[src/rtl/tile_fetch_pkg.sv]
// rtl/tile_fetch_pkg.sv - shared constants and FSM state type for the tile fetch unit
package tile_fetch_pkg;

  localparam int DEF_DATA_WIDTH = 8;
  localparam int DEF_TILE_ELEMS = 32;

  typedef enum logic [2:0] {
    ST_IDLE  = 3'd0,
    ST_REQ   = 3'd1,
    ST_WAIT  = 3'd2,
    ST_DRAIN = 3'd3,
    ST_DONE  = 3'd4
  } fetch_state_t;

endpackage

[src/rtl/tile_serializer.sv]
// rtl/tile_serializer.sv - holds one fetched tile and presents its elements in order
module tile_serializer
  import tile_fetch_pkg::*;
#(
  parameter int DATA_WIDTH = DEF_DATA_WIDTH,
  parameter int TILE_ELEMS = DEF_TILE_ELEMS
) (
  input  logic                         clk,
  input  logic                         reset_n,
  input  logic                         load,
  input  logic signed [DATA_WIDTH-1:0] tile_in [TILE_ELEMS],
  input  logic                         advance,
  output logic signed [DATA_WIDTH-1:0] elem,
  output logic                         tile_end
);

  localparam int IDX_W = (TILE_ELEMS > 1) ? $clog2(TILE_ELEMS) : 1;

  logic signed [DATA_WIDTH-1:0] tile_q [TILE_ELEMS];
  logic [IDX_W-1:0]             idx;

  always_ff @(posedge clk or negedge reset_n) begin
    if (!reset_n) begin
      for (int i = 0; i < TILE_ELEMS; i++) tile_q[i] <= '0;
      idx <= '0;
    end else if (load) begin
      tile_q <= tile_in;
      idx    <= '0;
    end else if (advance) begin
      idx <= idx + 1'b1;
    end
  end

  assign elem     = tile_q[idx];
  assign tile_end = (idx == IDX_W'(TILE_ELEMS - 1));

endmodule

[src/rtl/tile_fetch_unit.sv]
// rtl/tile_fetch_unit.sv - fetches tiles from a vector buffer and streams a command's elements
module tile_fetch_unit
  import tile_fetch_pkg::*;
#(
  parameter int DATA_WIDTH = DEF_DATA_WIDTH,
  parameter int TILE_ELEMS = DEF_TILE_ELEMS,
  parameter int LEN_WIDTH  = 16,
  parameter int TIMEOUT    = 16
) (
  input  logic                         clk,
  input  logic                         reset_n,
  input  logic                         cmd_valid,
  output logic                         cmd_ready,
  input  logic [4:0]                   cmd_buffer_id,
  input  logic [LEN_WIDTH-1:0]         cmd_length,
  output logic                         rd_enable,
  output logic [4:0]                   rd_buffer_id,
  input  logic signed [DATA_WIDTH-1:0] rd_tile [TILE_ELEMS],
  input  logic                         rd_valid,
  output logic                         out_valid,
  input  logic                         out_ready,
  output logic signed [DATA_WIDTH-1:0] out_data,
  output logic                         out_last,
  output logic                         busy,
  output logic                         done,
  output logic                         timeout_err
);

  localparam int WAIT_W = $clog2(TIMEOUT + 1);

  fetch_state_t                 state;
  logic [LEN_WIDTH-1:0]         remaining;
  logic [WAIT_W-1:0]            wait_cnt;
  logic                         timed_out;
  logic                         load;
  logic                         xfer;
  logic                         tile_end;
  logic signed [DATA_WIDTH-1:0] elem;

  assign cmd_ready   = (state == ST_IDLE);
  assign busy        = !cmd_ready;
  assign rd_enable   = (state == ST_REQ);
  assign out_valid   = (state == ST_DRAIN);
  assign xfer        = out_valid && out_ready;
  assign out_last    = out_valid && (remaining == LEN_WIDTH'(1));
  assign out_data    = out_valid ? elem : '0;
  assign done        = (state == ST_DONE);
  assign timeout_err = done && timed_out;
  // rd_valid is only meaningful while a request is outstanding
  assign load        = (state == ST_WAIT) && rd_valid;

  always_ff @(posedge clk or negedge reset_n) begin
    if (!reset_n) begin
      state        <= ST_IDLE;
      remaining    <= '0;
      wait_cnt     <= '0;
      timed_out    <= 1'b0;
      rd_buffer_id <= '0;
    end else begin
      case (state)
        ST_IDLE: begin
          if (cmd_valid) begin
            rd_buffer_id <= cmd_buffer_id;
            remaining    <= cmd_length;
            timed_out    <= 1'b0;
            if (cmd_length == '0) state <= ST_DONE;
            else                  state <= ST_REQ;
          end
        end
        ST_REQ: begin
          wait_cnt <= '0;
          state    <= ST_WAIT;
        end
        ST_WAIT: begin
          if (rd_valid) begin
            state <= ST_DRAIN;
          end else if (wait_cnt == WAIT_W'(TIMEOUT - 1)) begin
            timed_out <= 1'b1;
            state     <= ST_DONE;
          end else begin
            wait_cnt <= wait_cnt + 1'b1;
          end
        end
        ST_DRAIN: begin
          if (out_ready) begin
            if (remaining != '0) remaining <= remaining - 1'b1;
            if (remaining <= LEN_WIDTH'(1)) state <= ST_DONE;
            else if (tile_end)              state <= ST_REQ;
          end
        end
        ST_DONE: state <= ST_IDLE;
        default: state <= ST_IDLE;
      endcase
    end
  end

  tile_serializer #(
    .DATA_WIDTH(DATA_WIDTH),
    .TILE_ELEMS(TILE_ELEMS)
  ) u_serializer (
    .clk     (clk),
    .reset_n (reset_n),
    .load    (load),
    .tile_in (rd_tile),
    .advance (xfer),
    .elem    (elem),
    .tile_end(tile_end)
  );

endmodule
[config.mk]
export PLATFORM = sky130hd
export DESIGN_NAME = tile_fetch_unit
export DESIGN_NICKNAME = d
export VERILOG_FILES = /design/src/rtl/tile_fetch_pkg.sv /design/src/rtl/tile_serializer.sv /design/src/rtl/tile_fetch_unit.sv
export SDC_FILE = /design/constraint.sdc
export NUM_CORES = 1
export LEC_CHECK = 0
export BUFFER_PORTS_ARGS = -buffer_cell sky130_fd_sc_hd__buf_2
export CORE_UTILIZATION = 35
export CTS_CLUSTER_SIZE = 8
export DETAILED_ROUTE_END_ITERATION = 7
export PLACE_DENSITY_LB_ADDON = 0.1
export SLEW_MARGIN = 20
export SYNTH_ARGS = -nofsm -noshare
export SYNTH_HDL_FRONTEND = slang
export SYNTH_SLANG_ARGS = --single-unit
[constraint.sdc]
create_clock -name clk -period 2.7 [get_ports clk]
set_input_delay 0.405 -clock clk [delete_from_list [all_inputs] [get_ports clk]]
set_output_delay 0.405 -clock clk [all_outputs]
set_load 0.01 [all_outputs]
==> impl_results.html, run 1 <==
<table>
<tr><th>Metric</th><th>Value</th></tr>
<tr><th colspan="2">Run status</th></tr>
<tr><td>Result of the run</td><td>finished, violations left</td></tr>
<tr><td>Failing checks</td><td>setup timing</td></tr>
<tr><th colspan="2">Power and ir drop</th></tr>
<tr><td>Total internal power</td><td>roughly 15 mW</td></tr>
<tr><td>Share of total power in sequential cells</td><td>about 36%</td></tr>
<tr><td>Clock network fraction of design power</td><td>21.3%</td></tr>
<tr><td>Total power</td><td>approximately 22 mW</td></tr>
<tr><td>Maximum vdd ir drop</td><td>~0.56 mV</td></tr>
<tr><td>Net switching power</td><td>7.19 mW</td></tr>
<tr><td>PD cells</td><td>between 1000 and 1500 mW/mm^2</td></tr>
<tr><td>Proportion of power drawn by combinational gates</td><td>a little over two fifths</td></tr>
<tr><td>Switching share of total power</td><td>32.5%</td></tr>
<tr><td>Leakage power total</td><td>7.57 nW</td></tr>
<tr><th colspan="2">Timing</th></tr>
<tr><td>Pins Over Slew Limit</td><td>0</td></tr>
<tr><td>Crit path time final</td><td>a little under 3000 ps</td></tr>
<tr><td>Final cycle utilization of the critical path</td><td>110%</td></tr>
<tr><td>Total negative slack</td><td>-1960 ps</td></tr>
<tr><td>Final Setup Violations</td><td>8</td></tr>
<tr><td>Final setup margin</td><td>-259 ps</td></tr>
<tr><td>Slew HR</td><td>between 50% and 60%</td></tr>
<tr><td>Hold slack final</td><td>approximately 92 ps</td></tr>
<tr><td>Slew of the pin with the lowest slew margin</td><td>between 600 and 700 ps</td></tr>
<tr><td>Highest achievable clock rate</td><td>approximately 0.34 GHz</td></tr>
<tr><td>Final Hold Fails</td><td>0</td></tr>
<tr><td>RSZ-0062 raised after global routing</td><td>yes</td></tr>
<tr><td>Post-Route Skew</td><td>about 6.3 ps</td></tr>
<tr><th colspan="2">Placement</th></tr>
<tr><td>Post-DP HPWL</td><td>just under 30 mm</td></tr>
<tr><td>Final Wtd Congestion</td><td>0.804</td></tr>
<tr><td>Number of instances in the placed design</td><td>approximately 1700</td></tr>
<tr><td>Port buffer count</td><td>301</td></tr>
<tr><th colspan="2">Synth</th></tr>
<tr><td>Average size of a mapped cell</td><td>between 10 and 15 sq um</td></tr>
<tr><td>Flip-flop and latch count after synthesis</td><td>between 200 and 300</td></tr>
<tr><td>Area of the mapped netlist</td><td>approximately 0.014 sq mm</td></tr>
<tr><td>Net count after synthesis</td><td>roughly 1200</td></tr>
<tr><td>Area contributors post-synth</td><td>sky130_fd_sc_hd__dfrtp_1 (53%), sky130_fd_sc_hd__mux2_2 (22%), sky130_fd_sc_hd__mux4_2 (11%), sky130_fd_sc_hd__mux2i_1 (1.3%), sky130_fd_sc_hd__a22oi_1 (1.0%)</td></tr>
<tr><td>Number of synthesized flops with an enable pin</td><td>0</td></tr>
<tr><td>Syn Inst Count</td><td>just over 900</td></tr>
<tr><td>Post-synthesis async set-or-reset flop share</td><td>between 90% and 100%</td></tr>
<tr><td>Library cell occupying the most area in the post-synthesis netlist</td><td>sky130_fd_sc_hd__dfrtp_1</td></tr>
<tr><td>Main flop type after synthesis</td><td>sky130_fd_sc_hd__dfrtp_1</td></tr>
<tr><td>Number of different library cells in the post-synthesis netlist</td><td>between 50 and 60</td></tr>
<tr><td>Portion of the post-synthesis area used by sequential elements</td><td>a little over half</td></tr>
<tr><td>Number of warning messages in the yosys log</td><td>0</td></tr>
<tr><td>Post-synth top area share</td><td>between 50% and 60%</td></tr>
<tr><th colspan="2">Route</th></tr>
<tr><td>Number of antenna-violating nets in the routed design</td><td>0</td></tr>
<tr><td>Initial drt markers</td><td>~450</td></tr>
<tr><td>Count of TritonRoute iterations in the first routing pass</td><td>4</td></tr>
<tr><td>Total number of vias</td><td>approximately 9200</td></tr>
<tr><td>DRC Markers</td><td>0</td></tr>
<tr><td>Vias/cell</td><td>approximately 5.2</td></tr>
<tr><td>Detailed-route wire length per cell</td><td>between 20 and 25 um</td></tr>
<tr><td>Total wire length</td><td>between 40 and 50 mm</td></tr>
<tr><th colspan="2">GRT</th></tr>
<tr><td>Largest net degree at the start of global routing</td><td>around 110</td></tr>
<tr><td>Global-route total usage across every layer</td><td>21.1%</td></tr>
<tr><td>Global-route wire length before repair</td><td>slightly above 60 mm</td></tr>
<tr><td>Global route overflow</td><td>0</td></tr>
<tr><td>Via count of the first global-routing pass</td><td>just under 10000</td></tr>
<tr><td>Number of antenna violations at the first check in global routing</td><td>4</td></tr>
<tr><th colspan="2">CTS</th></tr>
<tr><td>Clk slew on worst S/H paths</td><td>around 50 ps</td></tr>
<tr><td>Latest clock arrival within the worst-skew pair</td><td>550 ps</td></tr>
<tr><td>Clock tree sinks</td><td>between 200 and 300</td></tr>
<tr><td>TritonCTS clock tree</td><td>done</td></tr>
<tr><td>CTS Root Cell</td><td>sky130_fd_sc_hd__clkbuf_16</td></tr>
<tr><td>Number of buffers added by the clock tree synthesis step</td><td>42</td></tr>
<tr><td>Maximum buffer depth of the clock tree</td><td>3</td></tr>
<tr><td>Depth of the CTS H-tree</td><td>2</td></tr>
<tr><th colspan="2">Floorplan</th></tr>
<tr><td>Std-Cell Core Area</td><td>0.0380 sq mm</td></tr>
<tr><td>Chip Width</td><td>around 200 um</td></tr>
<tr><td>Row count</td><td>71</td></tr>
<tr><td>Die H</td><td>roughly 200 um</td></tr>
<tr><td>Count of pins on the block boundary</td><td>302</td></tr>
<tr><td>Starting density of the core</td><td>35.8%</td></tr>
<tr><td>Total Die Area</td><td>between 0.03 and 0.04 sq mm</td></tr>
<tr><th colspan="2">Setup path</th></tr>
<tr><td>Category of the most critical setup path</td><td>flop to primary output</td></tr>
<tr><td>Arrival time of the worst setup path</td><td>between 2000 and 3000 ps</td></tr>
<tr><td>Worst Setup End Kind</td><td>primary output</td></tr>
<tr><td>CP Max Fanout</td><td>6</td></tr>
<tr><td>FF-to-FF setup slack</td><td>roughly 350 ps</td></tr>
<tr><td>Required time at the endpoint of the critical path</td><td>2300 ps</td></tr>
<tr><td>Nature of the critical path startpoint</td><td>flop</td></tr>
<tr><th colspan="2">Cells and area</th></tr>
<tr><td>Post-route non-filler standard cell count</td><td>~1800</td></tr>
<tr><td>Share of layout cells above drive strength 1</td><td>62.1%</td></tr>
<tr><td>Final-layout fill cell count</td><td>roughly 3500</td></tr>
<tr><td>Growth of design area from synthesis to finish</td><td>30.0%</td></tr>
<tr><td>Net count of the finished layout</td><td>1544</td></tr>
<tr><th colspan="2">Run</th></tr>
<tr><td>Max-cap check violation count</td><td>0</td></tr>
<tr><th colspan="2">Worst hold path</th></tr>
<tr><td>Worst hold path class</td><td>input pin to flop</td></tr>
</table>
## critical path, stage by stage (launching register included)
cell and delay, ps:
sky130_fd_sc_hd__dfrtp_4 500, sky130_fd_sc_hd__buf_4 180, sky130_fd_sc_hd__buf_12 130, sky130_fd_sc_hd__mux4_2 530
sky130_fd_sc_hd__mux2i_2 230, sky130_fd_sc_hd__mux2_4 190, sky130_fd_sc_hd__o21ai_0 60, sky130_fd_sc_hd__buf_2 180
## power by group through the flow
stage	registers, mW	logic, mW	clock network, mW
after floorplan	7.39	6.15	0
after global placement	8.03	8.27	0
after detailed placement	8.03	8.37	0
after CTS	7.99	9.37	4.88
after global routing	8.27	10.1	5.05
final	8.00	9.40	4.72
## path summary, 6_finish.rpt
path / to / cells after the start / start
min in group asynchronous: u_serializer.tile_q[130]$_DFFE_PN0P_ / 2 / reset_n
min reg2reg: remaining[7]$_DFFE_PN0P_ / 1 / remaining[7]$_DFFE_PN0P_
max in group asynchronous: u_serializer.tile_q[59]$_DFFE_PN0P_ / 4 / reset_n
max: out_data[0] / 7 / u_serializer.idx[0]$_DFFE_PN0P_
max reg2reg: remaining[1]$_DFFE_PN0P_ / 5 / remaining[8]$_DFFE_PN0P_
min: u_serializer.tile_q[50]$_DFFE_PN0P_ / 2 / rd_tile[50]
## through the flow
step                      setup WS, ps  instance area (sq um)  util (%)
after CTS                         -315                  17600      46.3
after detailed placement           140                  16000      42.0
after global placement             138                  16000      42.0
after global routing              -369                  17700      46.6
final                             -259                  17700      46.6
after floorplan                    300                  13600         -
## sequential cells by signal, indices dropped and copies added, names as in the netlist
name	flops
rd_buffer_id	5
remaining	16
state	3
timed_out	1
u_serializer.idx	5
u_serializer.tile_q	256
wait_cnt	5
## placed cells by master (no fill, tap or decap), drive strengths merged, types with 5 or more instances in the layout
cell type    n
a21o         8
a21oi       12
a22oi       19
buf        360
clkbuf      50
dfrtp      291
ha           7
inv          9
mux2       270
mux2i       18
mux4        64
nand2       13
nand3        6
nor2        15
nor3         8
nor4        11
o211ai       7
o21ai       18
o221ai       5
o2bb2ai     10
or4          7
## synth_stat cells (all sizes together), types with 3 or more instances
cell,count
dfrtp,291
mux2,270
mux4,64
clkbuf,36
buf,35
a22oi,19
mux2i,18
o21ai,18
nor2,15
nand2,13
a21oi,12
nor4,11
o2bb2ai,10
a21o,8
inv,8
nor3,8
ha,7
o211ai,7
or4,7
nand3,6
o221ai,5
and2,3
and3,3
nor3b,3
o31ai,3
or3,3
## cell type report
type / count / area (sq um) / share of cell area [%]
multi-input combinational: 549 / 6200 / 35.0
sequential: 291 / 7290 / 41.2
antenna: 2 / 5.00 / 0.0283
timing repair buffer: 363 / 2420 / 13.7
clock inverter: 1 / 8.76 / 0.0495
inverter: 8 / 30.0 / 0.170
tap: 511 / 639 / 3.61
clock buffer: 48 / 1110 / 6.30
## logic make-up (layout without fill, tap and decap cells)
group	Yosys count	in the layout	share of synthesized area [%]
muxes	352	352	34.3
DFF	291	291	53.5
AOI/OAI and AO/OA	102	102	5.45
and+or+nand+nor	84	84	3.44
buffers and inverters	79	420	2.49
adders and majority gates	7	7	0.643
xor gates and xnor gates	4	4	0.257
other	0	2	0
## routing by layer
layer	GRT usage [%]	share of wire, %	up-vias
li1	-	-	4156
met1	30.8	48	4753
met2	31.7	46	239
met3	3.31	4.1	56
met4	7.09	2.2	2
met5	0	0.039	-
## timing repair
item | CTS | global route
hold endpoints to repair | 58 | 0
setup endpoints to repair | 9 | 9
resized for setup | 56 | 11
pin swaps | 12 | 4
setup buffers | 14 | 0
hold buffers | 1 | 0
gates cloned | 6 | 2
Power figures use the tool's default switching activity.
==> run 2: changes to the inputs <==
clock period = 3 ns   (was 2.7 ns; I/O delays follow)
==> run 2 against run 1 <==
Against the previous run:
- the flow now finishes without violations
- sequential share of layout area grew 0.61 points
- hold slack improved by 44 ps
- combinational power down 15%
- total power down 12%
- design area down 1.4%
- non-clock buffer count down 8
==> impl_results.html, run 2 (same netlist as run 1, synthesis figures left out) <==
<table>
<tr><th>Metric</th><th>Value</th></tr>
<tr><th colspan="2">Setup path</th></tr>
<tr><td>Cell depth of the worst flop-to-flop path</td><td>6 (+1)</td></tr>
<tr><td>Crit path buffers/inverters</td><td>4 (+1)</td></tr>
<tr><td>CP most frequent cell</td><td>sky130_fd_sc_hd__buf_4</td></tr>
<tr><td>Worst Setup End Kind</td><td>primary output</td></tr>
<tr><td>Crit path capture</td><td>out_data[5]</td></tr>
<tr><td>Critical path depth in cells</td><td>8 (+1)</td></tr>
<tr><td>Maximum cell stage delay along the critical path</td><td>490 ps (-40 ps)</td></tr>
<tr><td>Arrival time of the worst setup path</td><td>2520 ps (-30 ps)</td></tr>
<tr><td>RR Endpoint</td><td>remaining[8]$_DFFE_PN0P_</td></tr>
<tr><td>FF-to-FF setup slack</td><td>370 ps (+20 ps)</td></tr>
<tr><td>Category of the most critical setup path</td><td>flop to primary output</td></tr>
<tr><td>Source of the worst register-to-register timing path</td><td>remaining[8]$_DFFE_PN0P_</td></tr>
<tr><td>CP Max Fanout</td><td>8 (+2)</td></tr>
<tr><td>Ordered cell list for the critical path</td><td>buf_8 -&gt; buf_12 -&gt; buf_4 -&gt; mux4_2 -&gt; mux2i_4 -&gt; mux2_4 -&gt; o21ai_1 -&gt; buf_4</td></tr>
<tr><td>Required time at the endpoint of the critical path</td><td>2550 ps (+250 ps)</td></tr>
<tr><td>Startpoint of the worst setup timing path</td><td>u_serializer.idx[0]$_DFFE_PN0P_</td></tr>
<tr><td>Nature of the critical path startpoint</td><td>flop</td></tr>
<tr><td>Dominant delay contributor by cell family on the critical path</td><td>multiplexers</td></tr>
<tr><td>Cell with the largest stage delay on the worst path</td><td>sky130_fd_sc_hd__dfrtp_4</td></tr>
<tr><th colspan="2">Cells and area</th></tr>
<tr><td>Net count of the finished layout</td><td>1536 (-0.52%)</td></tr>
<tr><td>Total area of sequential cells</td><td>0.00729 sq mm (about the same)</td></tr>
<tr><td>Core Util, Final</td><td>45.9% (-0.66 points)</td></tr>
<tr><td>Leading cell types in the layout, fill and taps excluded</td><td>sky130_fd_sc_hd__buf_2 (294), sky130_fd_sc_hd__dfrtp_1 (288), sky130_fd_sc_hd__mux2_2 (262), sky130_fd_sc_hd__mux4_2 (64), sky130_fd_sc_hd__clkbuf_16 (45)</td></tr>
<tr><td>Growth of design area from synthesis to finish</td><td>28.2%</td></tr>
<tr><td>Share of layout cells above drive strength 1</td><td>61.1% (-0.99 points)</td></tr>
<tr><td>Footprint of the multi-input gates</td><td>0.00617 sq mm (-0.48%)</td></tr>
<tr><td>Leading registers by flop count</td><td>u_serializer.tile_q: 256 flops, remaining: 16 flops</td></tr>
<tr><td>Most frequent standard cell in the layout excluding fill and tap cells</td><td>sky130_fd_sc_hd__buf_2</td></tr>
<tr><td>Top register by number of flip-flops</td><td>u_serializer.tile_q</td></tr>
<tr><td>Flip-flop count of the largest register after layout</td><td>256 (unchanged)</td></tr>
<tr><td>Fin area</td><td>0.0175 sq mm (-1.4%)</td></tr>
<tr><td>Final-layout fill cell count</td><td>3513 (+0.75%)</td></tr>
<tr><th colspan="2">CTS</th></tr>
<tr><td>TritonCTS clock tree</td><td>done</td></tr>
<tr><td>Clk slew on worst S/H paths</td><td>50 ps (about the same)</td></tr>
<tr><td>Depth of the CTS H-tree</td><td>2 (unchanged)</td></tr>
<tr><td>Latest clock arrival within the worst-skew pair</td><td>550 ps (about the same)</td></tr>
<tr><td>Number of buffers added by the clock tree synthesis step</td><td>42 (unchanged)</td></tr>
<tr><td>Maximum buffer depth of the clock tree</td><td>3 (unchanged)</td></tr>
<tr><td>CTS Root Cell</td><td>sky130_fd_sc_hd__clkbuf_16</td></tr>
<tr><td>Clock tree sinks</td><td>291 (unchanged)</td></tr>
<tr><th colspan="2">Route</th></tr>
<tr><td>Number of antenna-violating nets in the routed design</td><td>0 (unchanged)</td></tr>
<tr><td>DRC Markers</td><td>0 (unchanged)</td></tr>
<tr><td>Initial drt markers</td><td>393 (-12%)</td></tr>
<tr><td>Total wire length</td><td>40.6 mm (-1.9%)</td></tr>
<tr><td>Vias/cell</td><td>5.21 (+0.35%)</td></tr>
<tr><td>Count of TritonRoute iterations in the first routing pass</td><td>4 (unchanged)</td></tr>
<tr><td>Detailed-route wire length per cell</td><td>23.1 um (-1.4%)</td></tr>
<tr><td>Total number of vias</td><td>9186 (-0.22%)</td></tr>
<tr><th colspan="2">Power and ir drop</th></tr>
<tr><td>Maximum vdd ir drop</td><td>0.380 mV (-32%)</td></tr>
<tr><td>Leakage power total</td><td>7.47 nW (-1.3%)</td></tr>
<tr><td>PD cells</td><td>1120 mW/mm^2 (-10%)</td></tr>
<tr><th colspan="2">Timing</th></tr>
<tr><td>Final cycle utilization of the critical path</td><td>98.9%</td></tr>
<tr><td>Slew of the pin with the lowest slew margin</td><td>730 ps (+55.5 ps)</td></tr>
<tr><td>RSZ-0062 raised after global routing</td><td>yes</td></tr>
<tr><td>Final Setup Violations</td><td>0 (-8)</td></tr>
<tr><td>Crit path time final</td><td>between 2000 and 3000 ps</td></tr>
<tr><td>Post-Route Skew</td><td>9.95 ps (+3.68 ps)</td></tr>
<tr><td>Highest achievable clock rate</td><td>about 0.34 GHz</td></tr>
<tr><td>Final Hold Fails</td><td>0 (unchanged)</td></tr>
<tr><td>Pins Over Slew Limit</td><td>0 (unchanged)</td></tr>
<tr><td>Slew HR</td><td>51.4% (-3.7 points)</td></tr>
<tr><th colspan="2">Floorplan</th></tr>
<tr><td>Die H</td><td>199 um (unchanged)</td></tr>
<tr><td>Starting density of the core</td><td>35.8% (unchanged)</td></tr>
<tr><td>Count of pins on the block boundary</td><td>302 (unchanged)</td></tr>
<tr><td>Total Die Area</td><td>0.0397 sq mm (unchanged)</td></tr>
<tr><td>Std-Cell Core Area</td><td>0.0380 sq mm (unchanged)</td></tr>
<tr><td>Row count</td><td>71 (unchanged)</td></tr>
<tr><td>Chip Width</td><td>199 um (unchanged)</td></tr>
<tr><th colspan="2">Placement</th></tr>
<tr><td>Cell area after placement</td><td>0.0159 sq mm (-0.53%)</td></tr>
<tr><td>Port buffer count</td><td>301 (unchanged)</td></tr>
<tr><td>Post-DP HPWL</td><td>29.4 mm (+1.0%)</td></tr>
<tr><td>Final Wtd Congestion</td><td>0.798 (-0.70%)</td></tr>
<tr><th colspan="2">Run</th></tr>
<tr><td>Max-cap check violation count</td><td>0 (unchanged)</td></tr>
<tr><th colspan="2">GRT</th></tr>
<tr><td>Global route overflow</td><td>0 (unchanged)</td></tr>
<tr><td>Global-route wire length before repair</td><td>60.9 mm (-0.20%)</td></tr>
<tr><td>Number of antenna violations at the first check in global routing</td><td>1 (-3)</td></tr>
<tr><td>Global-route total usage across every layer</td><td>20.9% (-0.14 points)</td></tr>
<tr><td>Via count of the first global-routing pass</td><td>9468 (-1.5%)</td></tr>
<tr><td>Largest net degree at the start of global routing</td><td>88 (-21%)</td></tr>
<tr><th colspan="2">Worst hold path</th></tr>
<tr><td>Worst hold path class</td><td>input pin to flop</td></tr>
<tr><th colspan="2">Run status</th></tr>
<tr><td>Result of the run</td><td>complete, no violations</td></tr>
</table>
[run 2: layout make-up]
class	instances	share of cell area (%)
tap	511	3.66
inverter	8	0.172
clock inverter	2	0.222
sequential	291	41.8
clock buffer	46	6.23
multi-input combinational	549	35.3
antenna	1	0.0143
timing repair buffer	355	12.6
[run 2: report_power, final]
group / internal [mW] / switching (mW) / total, mW / leakage (nW)
Combinational: 4.68 / 3.35 / 8.03 / 3.46
Clock: 2.60 / 1.66 / 4.26 / 0.552
Sequential: 5.95 / 1.31 / 7.26 / 3.46
Total: 13.2 / 6.32 / 19.5 / 7.47
[run 2: worst min path at each step]
| stage | from | endpoint | slack, ps | cells past startpoint |
|---|---|---|---|---|
| after detailed placement | remaining[11]$_DFFE_PN0P_ | remaining[11]$_DFFE_PN0P_ | 470 | 1 |
| after floorplan | reset_n | rd_buffer_id[0]$_DFFE_PN0P_ | 150 | 0 |
| after global routing | cmd_buffer_id[2] | rd_buffer_id[2]$_DFFE_PN0P_ | 120 | 2 |
| after global placement | remaining[13]$_DFFE_PN0P_ | remaining[13]$_DFFE_PN0P_ | 470 | 1 |
| final | rd_tile[78] | u_serializer.tile_q[78]$_DFFE_PN0P_ | 140 | 2 |
| after CTS | rd_tile[78] | u_serializer.tile_q[78]$_DFFE_PN0P_ | 100 | 2 |
[run 2: per-layer routing]
metal	vias to the layer above	global-route usage [%]	part of all wire (%)
met1	4749	31.8	49
li1	4143	-	-
met5	-	0	0
met2	254	30.6	44
met3	40	3.48	5.2
met4	0	5.73	1.6
[run 2: metrics by stage]
| stage | power (mW) | std cells | setup slack (ps) | TNS, ps | hold slack (ps) |
|---|---|---|---|---|---|
| floorplan | 12.2 | 919 | 555 | 0 | 154 |
| detailed placement | 14.7 | 1698 | 338 | 0 | 467 |
| global route | 20.8 | 1762 | -49.2 | -187 | 115 |
| global placement | 14.5 | 1698 | 323 | 0 | 472 |
| finish | 19.5 | 1763 | 34.5 | 0 | 137 |
| CTS | 19.5 | 1752 | -59.0 | -230 | 96.1 |
[run 2: what timing repair did]
item | CTS | global route
cloned | 1 | 2
resized for setup | 23 | 33
pin swaps | 2 | 7
buffers inserted | 4 | 10
endpoints found under the hold margin | 78 | 0
hold buffers | 1 | 0
setup endpoints to repair | 9 | 8
